[config.mk]
export PLATFORM = sky130hd
export DESIGN_NAME = cmplx_square_ctrl
export DESIGN_NICKNAME = d
export VERILOG_FILES = /design/src/rtl/cmplx_sq_pkg.sv /design/src/rtl/cmplx_square_ctrl_fifo.sv /design/src/rtl/cmplx_square_ctrl.sv
export SDC_FILE = /design/constraint.sdc
export NUM_CORES = 1
export LEC_CHECK = 0
export ABC_CLOCK_PERIOD_IN_PS = 22800
export CORE_ASPECT_RATIO = 1.4
export CORE_UTILIZATION = 35
export DETAILED_ROUTE_END_ITERATION = 7
export PLACE_DENSITY_LB_ADDON = 0.12
export SETUP_SLACK_MARGIN = 0.5
export SLEW_MARGIN = 20
export SYNTH_ARGS = -nofsm -noshare
export SYNTH_HDL_FRONTEND = slang
export SYNTH_SLANG_ARGS = --single-unit
[constraint.sdc]
create_clock -name clk_clk -period 22.8 [get_ports clk_clk]
set_clock_uncertainty 0.15 [all_clocks]
set_input_delay 4.56 -clock clk_clk [delete_from_list [all_inputs] [get_ports clk_clk]]
set_output_delay 4.56 -clock clk_clk [all_outputs]
set_load 0.01 [all_outputs]
[src/rtl/cmplx_sq_pkg.sv]
// cmplx_sq_pkg: register map, FSM states and result reduction for cmplx_square_ctrl.
// CSQ_SAT_EN selects saturating (defined) or wrapping (undefined) 33->32 bit reduction.
package cmplx_sq_pkg;

  localparam logic [2:0] ADDR_OPERAND = 3'd0;
  localparam logic [2:0] ADDR_RES_RE  = 3'd1;
  localparam logic [2:0] ADDR_RES_IM  = 3'd2;
  localparam logic [2:0] ADDR_STATUS  = 3'd3;
  localparam logic [2:0] ADDR_CTRL    = 3'd4;

  localparam int ST_OVF_BIT   = 0;
  localparam int ST_UDF_BIT   = 1;
  localparam int ST_CLR_BIT   = 0;
  localparam int ST_FLUSH_BIT = 1;
  localparam int CTRL_RUN_BIT = 0;
  localparam int CTRL_IE_BIT  = 1;

  typedef enum logic [1:0] {
    S_IDLE  = 2'd0,
    S_RUN   = 2'd1,
    S_DRAIN = 2'd2,
    S_FLUSH = 2'd3
  } state_t;

  function automatic logic [31:0] csq_reduce(input logic [32:0] x);
    logic [31:0] r;
`ifdef CSQ_SAT_EN
    if (x[32] == x[31])
      r = x[31:0];
    else if (x[32])
      r = 32'h8000_0000;
    else
      r = 32'h7FFF_FFFF;
`else
    r = x[31:0];
`endif
    return r;
  endfunction

endpackage

[src/rtl/cmplx_square_ctrl_fifo.sv]
// csq_fifo: synchronous FIFO with occupancy count and synchronous clear.
// Callers gate push on !full and pop on !empty.
module csq_fifo #(
  parameter int W     = 32,
  parameter int DEPTH = 8
) (
  input  logic                     i_clk,
  input  logic                     i_rst,
  input  logic                     i_clr,
  input  logic                     i_push,
  input  logic                     i_pop,
  input  logic [W-1:0]             i_wdata,
  output logic [W-1:0]             o_rdata,
  output logic [$clog2(DEPTH):0]   o_count,
  output logic                     o_full,
  output logic                     o_empty
);
  localparam int AW = $clog2(DEPTH);
  localparam logic [AW-1:0] PONE = AW'(1);
  localparam logic [AW:0]   CONE = (AW+1)'(1);
  localparam logic [AW:0]   CFULL = (AW+1)'(DEPTH);

  logic [W-1:0]  r_mem [DEPTH];
  logic [AW-1:0] r_wp;
  logic [AW-1:0] r_rp;
  logic [AW:0]   r_cnt;

  assign o_rdata = r_mem[r_rp];
  assign o_count = r_cnt;
  assign o_full  = (r_cnt == CFULL);
  assign o_empty = (r_cnt == '0);

  always_ff @(posedge i_clk) begin
    if (i_rst || i_clr) begin
      r_wp  <= '0;
      r_rp  <= '0;
      r_cnt <= '0;
    end else begin
      if (i_push) r_wp <= r_wp + PONE;
      if (i_pop)  r_rp <= r_rp + PONE;
      case ({i_push, i_pop})
        2'b10:   r_cnt <= r_cnt + CONE;
        2'b01:   r_cnt <= r_cnt - CONE;
        default: r_cnt <= r_cnt;
      endcase
    end
  end

  always_ff @(posedge i_clk) begin
    if (i_push && !i_clr && !i_rst)
      r_mem[r_wp] <= i_wdata;
  end

endmodule

[src/rtl/cmplx_square_ctrl.sv]
// cmplx_square_ctrl: Avalon-MM front end and credit scheduler for the z^2 datapath.
// Define CSQ_SAT_EN to saturate results to 32 bits instead of wrapping.
import cmplx_sq_pkg::*;

module cmplx_square_ctrl #(
  parameter int DW        = 16,
  parameter int OP_DEPTH  = 8,
  parameter int RES_DEPTH = 8
) (
  input  logic          clk_clk,
  input  logic          reset_reset,
  input  logic [2:0]    avs_address,
  input  logic          avs_read,
  input  logic          avs_write,
  input  logic [31:0]   avs_writedata,
  output logic [31:0]   avs_readdata,
  output logic          irq,
  output logic          dp_in_valid,
  output logic [DW-1:0] dp_in_re,
  output logic [DW-1:0] dp_in_im,
  input  logic          dp_out_valid,
  input  logic [2*DW:0] dp_out_re,
  input  logic [2*DW:0] dp_out_im
);
  localparam int OCW = $clog2(OP_DEPTH) + 1;
  localparam int RCW = $clog2(RES_DEPTH) + 1;
  localparam logic [RCW-1:0] OONE = RCW'(1);
  localparam logic [RCW:0]   CRED = (RCW+1)'(RES_DEPTH);

  state_t          r_state;
  logic            r_run;
  logic            r_ie;
  logic            r_ovf;
  logic            r_udf;
  logic [RCW-1:0]  r_outst;
  logic            r_dp_valid;
  logic [DW-1:0]   r_dp_re;
  logic [DW-1:0]   r_dp_im;
  logic [31:0]     r_rdata;

  logic            w_sel_op, w_sel_re, w_sel_im;
  logic            w_sel_st, w_sel_ctl;
  logic            w_in_flush, w_flush_req, w_clr_flags;
  logic            w_wr_ctl, w_fifo_clr;
  logic            w_op_push, w_op_ovf, w_issue;
  logic            w_op_full, w_op_empty;
  logic [OCW-1:0]  w_op_cnt;
  logic [2*DW-1:0] w_op_head;
  logic            w_res_push, w_res_pop, w_udf;
  logic            w_res_full, w_res_empty;
  logic [RCW-1:0]  w_res_cnt;
  logic [63:0]     w_res_head;
  logic [63:0]     w_res_wdata;
  logic [RCW:0]    w_used;
  logic [31:0]     w_status;
  logic [31:0]     w_rdata;

  assign w_sel_op  = (avs_address == ADDR_OPERAND);
  assign w_sel_re  = (avs_address == ADDR_RES_RE);
  assign w_sel_im  = (avs_address == ADDR_RES_IM);
  assign w_sel_st  = (avs_address == ADDR_STATUS);
  assign w_sel_ctl = (avs_address == ADDR_CTRL);

  assign w_in_flush  = (r_state == S_FLUSH);
  assign w_flush_req = avs_write & w_sel_st & avs_writedata[ST_FLUSH_BIT];
  assign w_clr_flags = avs_write & w_sel_st & avs_writedata[ST_CLR_BIT];
  assign w_wr_ctl    = avs_write & w_sel_ctl;
  assign w_fifo_clr  = w_flush_req | w_in_flush;

  // Full is judged at cycle start, so a same-cycle issue does not make room.
  assign w_op_push = avs_write & w_sel_op & ~w_op_full & ~w_in_flush;
  assign w_op_ovf  = avs_write & w_sel_op & w_op_full & ~w_in_flush;

  assign w_used  = {1'b0, r_outst} + {1'b0, w_res_cnt};
  assign w_issue = (r_state == S_RUN) & ~w_op_empty
                 & (w_used < CRED) & ~w_flush_req;

  assign w_res_push  = dp_out_valid & ~w_fifo_clr & ~w_res_full;
  assign w_res_pop   = avs_read & w_sel_im & ~w_res_empty;
  assign w_udf       = avs_read & (w_sel_re | w_sel_im) & w_res_empty;
  assign w_res_wdata = {csq_reduce(dp_out_re), csq_reduce(dp_out_im)};

  csq_fifo #(.W(2*DW), .DEPTH(OP_DEPTH)) u_op_fifo (
    .i_clk   (clk_clk),
    .i_rst   (reset_reset),
    .i_clr   (w_fifo_clr),
    .i_push  (w_op_push),
    .i_pop   (w_issue),
    .i_wdata ({avs_writedata[31-:DW], avs_writedata[DW-1:0]}),
    .o_rdata (w_op_head),
    .o_count (w_op_cnt),
    .o_full  (w_op_full),
    .o_empty (w_op_empty)
  );

  csq_fifo #(.W(64), .DEPTH(RES_DEPTH)) u_res_fifo (
    .i_clk   (clk_clk),
    .i_rst   (reset_reset),
    .i_clr   (w_fifo_clr),
    .i_push  (w_res_push),
    .i_pop   (w_res_pop),
    .i_wdata (w_res_wdata),
    .o_rdata (w_res_head),
    .o_count (w_res_cnt),
    .o_full  (w_res_full),
    .o_empty (w_res_empty)
  );

  assign w_status = {8'(w_op_cnt), 8'(w_res_cnt), 8'(r_outst),
                     4'd0, r_state, r_udf, r_ovf};

  always_comb begin
    w_rdata = '0;
    unique case (1'b1)
      w_sel_re:  w_rdata = w_res_empty ? '0 : w_res_head[63:32];
      w_sel_im:  w_rdata = w_res_empty ? '0 : w_res_head[31:0];
      w_sel_st:  w_rdata = w_status;
      w_sel_ctl: w_rdata = {30'd0, r_ie, r_run};
      default:   w_rdata = '0;
    endcase
  end

  always_ff @(posedge clk_clk) begin
    if (reset_reset) begin
      r_state    <= S_IDLE;
      r_run      <= 1'b0;
      r_ie       <= 1'b0;
      r_ovf      <= 1'b0;
      r_udf      <= 1'b0;
      r_outst    <= '0;
      r_dp_valid <= 1'b0;
      r_dp_re    <= '0;
      r_dp_im    <= '0;
      r_rdata    <= '0;
    end else begin
      if (w_wr_ctl) begin
        r_run <= avs_writedata[CTRL_RUN_BIT];
        r_ie  <= avs_writedata[CTRL_IE_BIT];
      end
      if (w_flush_req) r_run <= 1'b0;

      if (w_clr_flags) begin
        r_ovf <= 1'b0;
        r_udf <= 1'b0;
      end
      if (w_op_ovf) r_ovf <= 1'b1;
      if (w_udf)    r_udf <= 1'b1;

      // Returns during flush still retire credit; they are just not stored.
      case ({w_issue, dp_out_valid})
        2'b10:   r_outst <= r_outst + OONE;
        2'b01:   r_outst <= r_outst - OONE;
        default: r_outst <= r_outst;
      endcase

      r_dp_valid <= w_issue;
      if (w_issue) begin
        r_dp_re <= w_op_head[2*DW-1:DW];
        r_dp_im <= w_op_head[DW-1:0];
      end

      r_rdata <= avs_read ? w_rdata : '0;

      if (w_flush_req) begin
        r_state <= S_FLUSH;
      end else begin
        unique case (r_state)
          S_IDLE:  if (r_run) r_state <= S_RUN;
          S_RUN:   if (!r_run) r_state <= S_DRAIN;
          S_DRAIN: begin
            if (r_run)             r_state <= S_RUN;
            else if (r_outst == '0) r_state <= S_IDLE;
          end
          S_FLUSH: if (r_outst == '0) r_state <= S_IDLE;
          default: r_state <= S_IDLE;
        endcase
      end
    end
  end

  assign avs_readdata = r_rdata;
  assign dp_in_valid  = r_dp_valid;
  assign dp_in_re     = r_dp_re;
  assign dp_in_im     = r_dp_im;
  assign irq          = r_ie & ~w_res_empty;

endmodule

==> results.sh, run 1 <==
export IMPL_outcome="completed"
export IMPL_gr_usage_all_layers_pct=16.3
export IMPL_fin_crit_sh_pct=34.5
export IMPL_cts_buffers=85
export IMPL_antenna_found_initial=11
export IMPL_synth_area_um2=32700
export IMPL_powerDensity_nw_per_um2=83.9
export IMPL_crit_fanout=67
export IMPL_postPlaceCellArea_um2=35900
export IMPL_start_util_pct=35.4
export IMPL_cts_resized=0
export IMPL_dr_wl_met2_um=38900
export IMPL_ys_top_cells_by_count="768 x edfxtp_1, 173 x mux4_2, 98 x dfxtp_1"
export IMPL_synth_net_count=1734
export IMPL_ant_nets=0
export IMPL_drv_slew=0
export IMPL_die_h_um=364
export IMPL_cts_htree_levels=3
export IMPL_maxCapViolCount=0
export IMPL_area_growth_pct=18.6
export IMPL_routed_top_layer="met5"
export IMPL_synth_main_ff_cell="edfxtp_1"
export IMPL_grt_overflow_total=0
export IMPL_cts_tree="built"
export IMPL_synthArstFlopShare_pct=0
export IMPL_routedWlPerCell_um=24.5
export IMPL_cp_required_ps=23230
export IMPL_clk_latency_ps=680
export IMPL_synth_top_cell_area_share_pct=70.5
export IMPL_wl_met1_um=31000
export IMPL_synthCells=1610
export IMPL_synth_edff_count=768
export IMPL_wl_met3_um=4180
export IMPL_yosysMostFrequentCell="edfxtp_1"
export IMPL_post_cts_buffers=0
export IMPL_ir_worst_vdd_mv=0.0681
export IMPL_cts_hold_buf=0
export IMPL_tightest_slew_ps=1070
export IMPL_grt_max_degree=68
export IMPL_slew_headroom_pct=28.7
export IMPL_ys_warn_count=0
export IMPL_nNetsFinal=1940
export IMPL_finalWeightedCongestion=0.719
export IMPL_cp_start_kind="input pin"
export IMPL_setup_viol=0
export IMPL_clockRootBuffer="clkbuf_16"
export IMPL_cts_buffer_depth=3
export IMPL_fin_tns_setup_ps=0
export IMPL_coreArea_um2=92500
export IMPL_io_buffers=169
export IMPL_path_clk_slew_ps=60
export IMPL_endpoint_kind="register"
export IMPL_wirelength_um=75900
export IMPL_ys_seq_area_share_pct=76.5
export IMPL_ys_seq_elements=866
export IMPL_clock_fmax_ghz=0.127
export IMPL_first_pass_iters=5
export IMPL_diodes=0
export IMPL_synth_area_leaders="edfxtp_1 71%, mux4_2 12%, dfxtp_1 6.0%"
export IMPL_synth_cell_types=48
export IMPL_leakagePower_nw=11.7
export IMPL_drcViolationCount=0
export IMPL_drive_gt1_share_pct=21.3
export IMPL_die_area_um2=94700
export IMPL_drt_iter0_markers=1015
export IMPL_n_fill_cell=8204
export IMPL_fin_area_um2=38800
export IMPL_grt_pass1_vias=17400
export IMPL_worstPathArrival_ps=8290
export IMPL_vias=15900
export IMPL_rsz0062_at_grt="false"
export IMPL_hpwlAfterDp_um=41800
export IMPL_vias_per_cell=5.15
export IMPL_yosysTopAreaCell="edfxtp_1"
export IMPL_hp_class="reg -> reg"
export IMPL_grt_first_pass_wirelength_um=113000
export IMPL_min_period_ps=7860
export IMPL_finalHoldViolCount=0
export IMPL_syn_avg_cell_area_um2=20.3
export IMPL_die_x_um=260
export IMPL_pin_count=172
export IMPL_critPathKind="in -> reg"
export IMPL_rows=132
export IMPL_cts_sinks=866
## through the flow
| stage | total power, mW | hold WS [ps] | utilization, % | cells | setup WS [ps] |
|---|---|---|---|---|---|
| CTS | 3.30 | 337 | 41.9 | 3091 | 14870 |
| detailed placement | 1.89 | 326 | 38.8 | 2934 | 14160 |
| global route | 3.36 | 353 | 41.9 | 3092 | 14590 |
| global placement | 1.88 | 317 | 38.8 | 2934 | 14220 |
| floorplan | 1.83 | 304 | - | 1610 | 9960 |
| finish | 3.25 | 333 | 41.9 | 3092 | 14940 |
## path summary, 6_finish.rpt
kind	cells after the start	slack (ps)	to	from
worst max-delay path	13	14940	u_op_fifo.o_count[3]	avs_address[2]
worst min-delay path	2	330	u_op_fifo.r_rp[2]	u_op_fifo.r_rp[2]
worst max register to register	13	18950	u_op_fifo.o_count[3]	u_res_fifo.o_count[1]
worst min register to register	2	330	u_op_fifo.r_rp[2]	u_op_fifo.r_rp[2]
## power breakdown
group	internal (mW)	total, mW	switching (mW)	leakage [nW]
clock network	0.803	1.40	0.602	1.38
logic	0.0413	0.0985	0.0572	2.64
registers	1.74	1.75	0.00822	7.72
total	2.59	3.25	0.667	11.7
## flip-flops by register name, indices dropped and copies added, names as in the netlist, 4 cells and up, named ones only
register and flops:
avs_readdata 32, dp_in_im 16, dp_in_re 16, r_outst 4
u_op_fifo.o_count 4, u_op_fifo.r_mem 256, u_res_fifo.o_count 4, u_res_fifo.r_mem 512
## cells in the final DEF, fill, tap and decap left out, types with 22 or more instances in the layout
cell	instances
edfxtp_1	768
mux4_2	173
clkdlybuf4s50_1	168
dfxtp_1	92
clkbuf_16	87
nor2_1	67
a211oi_1	57
mux2i_1	48
buf_4	37
nand2_1	32
mux2_2	31
clkbuf_1	23
o21ai_0	22
## routing by layer
layer	vias to the layer above	global-route usage, %
met3	115	3.81
li1	7054	-
met2	330	28.7
met4	16	5.41
met5	-	0
met1	8402	19.6
## worst max-delay path, cell delays in order
cell and delay, ps:
clkdlybuf4s50_1 780, and3b_1 320, nand3_1 230, nand4_1 270, inv_2 90, buf_4 580
ha_1 330, ha_1 250, a21o_1 170, a21oi_1 160, xnor2_1 90, or3_1 300
a21oi_1 140
## layout make-up
cell class / instances / area, um2 / share of cell area [%]
tap: 1206 / 1510 / 3.89
multi-input combinational: 645 / 7370 / 19.0
inverter: 11 / 41.3 / 0.106
sequential: 866 / 25000 / 64.6
timing repair buffer: 207 / 1990 / 5.14
clock inverter: 32 / 347 / 0.894
clock buffer: 125 / 2470 / 6.37
## cells by family (layout without fill, tap and decap cells)
kind of cell | count (synthesis) | after routing | synth area share, %
flip-flops | 866 | 866 | 76.5
AND/OR/NAND/NOR | 180 | 180 | 2.64
multiplexers | 252 | 252 | 14.5
buffers and inverters | 99 | 375 | 1.30
adder cells (fa/ha/maj) | 18 | 18 | 0.735
AO/OA/AOI/OAI | 179 | 179 | 3.92
XOR/XNOR | 16 | 16 | 0.429
No activity file was read; power rests on OpenSTA's default activity.
==> run 2, diff against run 1 <==
--- a/config.mk
+++ b/config.mk
@@ -5,7 +5,7 @@
 export SDC_FILE = /design/constraint.sdc
 export NUM_CORES = 1
 export LEC_CHECK = 0
-export ABC_CLOCK_PERIOD_IN_PS = 22800
+export ABC_CLOCK_PERIOD_IN_PS = 6950
 export CORE_ASPECT_RATIO = 1.4
 export CORE_UTILIZATION = 35
 export DETAILED_ROUTE_END_ITERATION = 7
==> constraint.sdc (replaced) <==
create_clock -name clk_clk -period 6.95 [get_ports clk_clk]
set_clock_uncertainty 0.15 [all_clocks]
set_input_delay 1.39 -clock clk_clk [delete_from_list [all_inputs] [get_ports clk_clk]]
set_output_delay 1.39 -clock clk_clk [all_outputs]
set_load 0.01 [all_outputs]
==> results.sh, run 2 (same netlist as run 1, synthesis figures left out) <==
export IMPL_cts_hold_buf=0
export IMPL_final_common_cell="edfxtp_1"
export IMPL_drive_gt1_share_pct=21.4
export IMPL_cts_sinks=866
export IMPL_p_int_mw=8.44
export IMPL_coreArea_um2=92500
export IMPL_setup_slack_ps=2440
export IMPL_leakagePower_nw=11.7
export IMPL_pre_cts_ws_ps=1720
export IMPL_p_total_mw=10.6
export IMPL_power_frac_comb_pct=3.0
export IMPL_grt_first_pass_wirelength_um=114000
export IMPL_clock_fmax_ghz=0.222
export IMPL_cts_tree="built"
export IMPL_critPathKind="in -> reg"
export IMPL_drv_slew=0
export IMPL_n_fill_cell=8176
export IMPL_cp_start_kind="input pin"
export IMPL_pin_count=172
export IMPL_ant_nets=0
export IMPL_diodes=0
export IMPL_area_growth_pct=18.8
export IMPL_powerDensity_nw_per_um2=274
export IMPL_cp_top_family="simple AND/OR/NAND/NOR gates"
export IMPL_hp_class="reg -> reg"
export IMPL_gr_usage_all_layers_pct=16.5
export IMPL_cts_resized=0
export IMPL_nNetsFinal=1942
export IMPL_timing_rr_end="u_op_fifo.r_mem[5][18]"
export IMPL_multiInputGateArea_um2=7390
export IMPL_grt_max_degree=95
export IMPL_maxCapViolCount=0
export IMPL_outcome="completed"
export IMPL_critPathMaxStageDelay_ps=770
export IMPL_grt_overflow_total=0
export IMPL_rsz0062_at_grt="false"
export IMPL_critical_path_depth=7
export IMPL_r2r_start="u_op_fifo.o_count[1]"
export IMPL_ir_worst_vdd_mv=0.206
export IMPL_path_cells="clkdlybuf4s50_1, or3b_2, a2111o_1, nor3_2, nand2_1, nor2_4, buf_4"
export IMPL_cp_num_buf_inv=2
export IMPL_slew_headroom_pct=30.1
export IMPL_post_cts_buffers=0
export IMPL_crit_start="avs_address[1]"
export IMPL_clockRootBuffer="clkbuf_16"
export IMPL_cp_endpoint="u_op_fifo.r_mem[5][18]"
export IMPL_r2r_cells=6
export IMPL_die_x_um=260
export IMPL_start_util_pct=35.4
export IMPL_wirelength_um=76600
export IMPL_pwr_share_seq_pct=54.0
export IMPL_cp_slowest_cell="nor2_4"
export IMPL_switchingPower_mw=2.21
export IMPL_io_buffers=169
export IMPL_endpoint_kind="register"
export IMPL_path_clk_slew_ps=60
export IMPL_cp_required_ps=7100
export IMPL_cts_htree_levels=3
export IMPL_utilization_pct=42.0
export IMPL_tightest_slew_ps=1050
export IMPL_die_area_um2=94700
export IMPL_vias_per_cell=5.16
export IMPL_routedWlPerCell_um=24.7
export IMPL_rows=132
export IMPL_first_pass_iters=4
export IMPL_final_cell_mix="768 x edfxtp_1, 173 x mux4_2, 168 x clkdlybuf4s50_1"
export IMPL_crit_fanout=19
export IMPL_grt_pass1_vias=17400
export IMPL_pwr_share_clk_pct=43.0
export IMPL_top_register="u_res_fifo.r_mem"
export IMPL_vias=16000
export IMPL_min_period_ps=4510
export IMPL_hpwlAfterDp_um=43100
export IMPL_reg2reg_slack_ps=3510
export IMPL_die_h_um=364
export IMPL_drt_iter0_markers=964
export IMPL_setup_viol=0
export IMPL_cts_buffers=86
export IMPL_finalWeightedCongestion=0.736
export IMPL_antenna_found_initial=15
export IMPL_clk_latency_ps=650
export IMPL_cts_buffer_depth=3
export IMPL_power_share_switching_pct=20.8
export IMPL_worstPathArrival_ps=4670
export IMPL_drcViolationCount=0
export IMPL_largest_reg_flops=512
export IMPL_register_area_um2=25000
export IMPL_finalHoldViolCount=0
export IMPL_fin_crit_sh_pct=65.0
run 2: changes by cell type in the layout (fill, tap and decap cells not counted), sizes merged:
cell      previous run  this run
inv                 13        14
clkinvlp             2         4
bufinv               4         2
clkinv              24        33
buf                 39        40
clkbuf             125       119
run 2: worst min path at each step:
stage	from	to	slack [ps]	depth (start not counted)
after global routing	u_op_fifo.r_rp[2]	u_op_fifo.r_rp[2]	370	2
after global placement	u_op_fifo.r_rp[2]	u_op_fifo.r_rp[2]	310	2
after floorplan	r_ovf	r_ovf	300	2
final	u_op_fifo.r_rp[2]	u_op_fifo.r_rp[2]	350	2
after CTS	u_op_fifo.r_rp[2]	u_op_fifo.r_rp[2]	340	2
after detailed placement	u_op_fifo.r_rp[2]	u_op_fifo.r_rp[2]	340	2
run 2: area by class of cell:
type,count,share of cell area (%)
clock buffers,119,6.34
multi-input cells,645,19.0
clock inverters,42,0.925
well taps,1206,3.89
inverters,11,0.106
repair buffers,208,5.24
flip-flops and latches,866,64.5
run 2: per-stage QoR:
stage / TNS, ps / instances / hold slack [ps] / area [um2]
floorplan: -83180 / 1610 / 304 / 32700
global placement: 0 / 2935 / 314 / 36000
detailed placement: 0 / 2935 / 335 / 36000
CTS: 0 / 3096 / 345 / 38800
global route: 0 / 3097 / 370 / 38800
finish: 0 / 3097 / 348 / 38800
run 2: routing by layer:
metal  global-route usage (%)  wire length (um)  vias to the layer above
li1                         -                 -                     7064
met1                     20.0             31100                     8427
met2                     28.7             39300                      352
met3                     3.83              4120                      129
met4                     5.66              1980                       24
met5                        0               161                        -
run 2: tightest hold or removal path, stage by stage (launching register included):
cell	delay (ps)
dfxtp_2	320
o21ai_0	70
a21oi_1	60
run 2: power groups by stage:
stage,clock (mW),combinational [mW],sequential [mW]
final,4.58,0.322,5.75
after detailed placement,0,0.327,5.86
after global placement,0,0.319,5.86
after floorplan,0,0.146,5.85
after global routing,4.89,0.353,5.75
after CTS,4.71,0.329,5.75
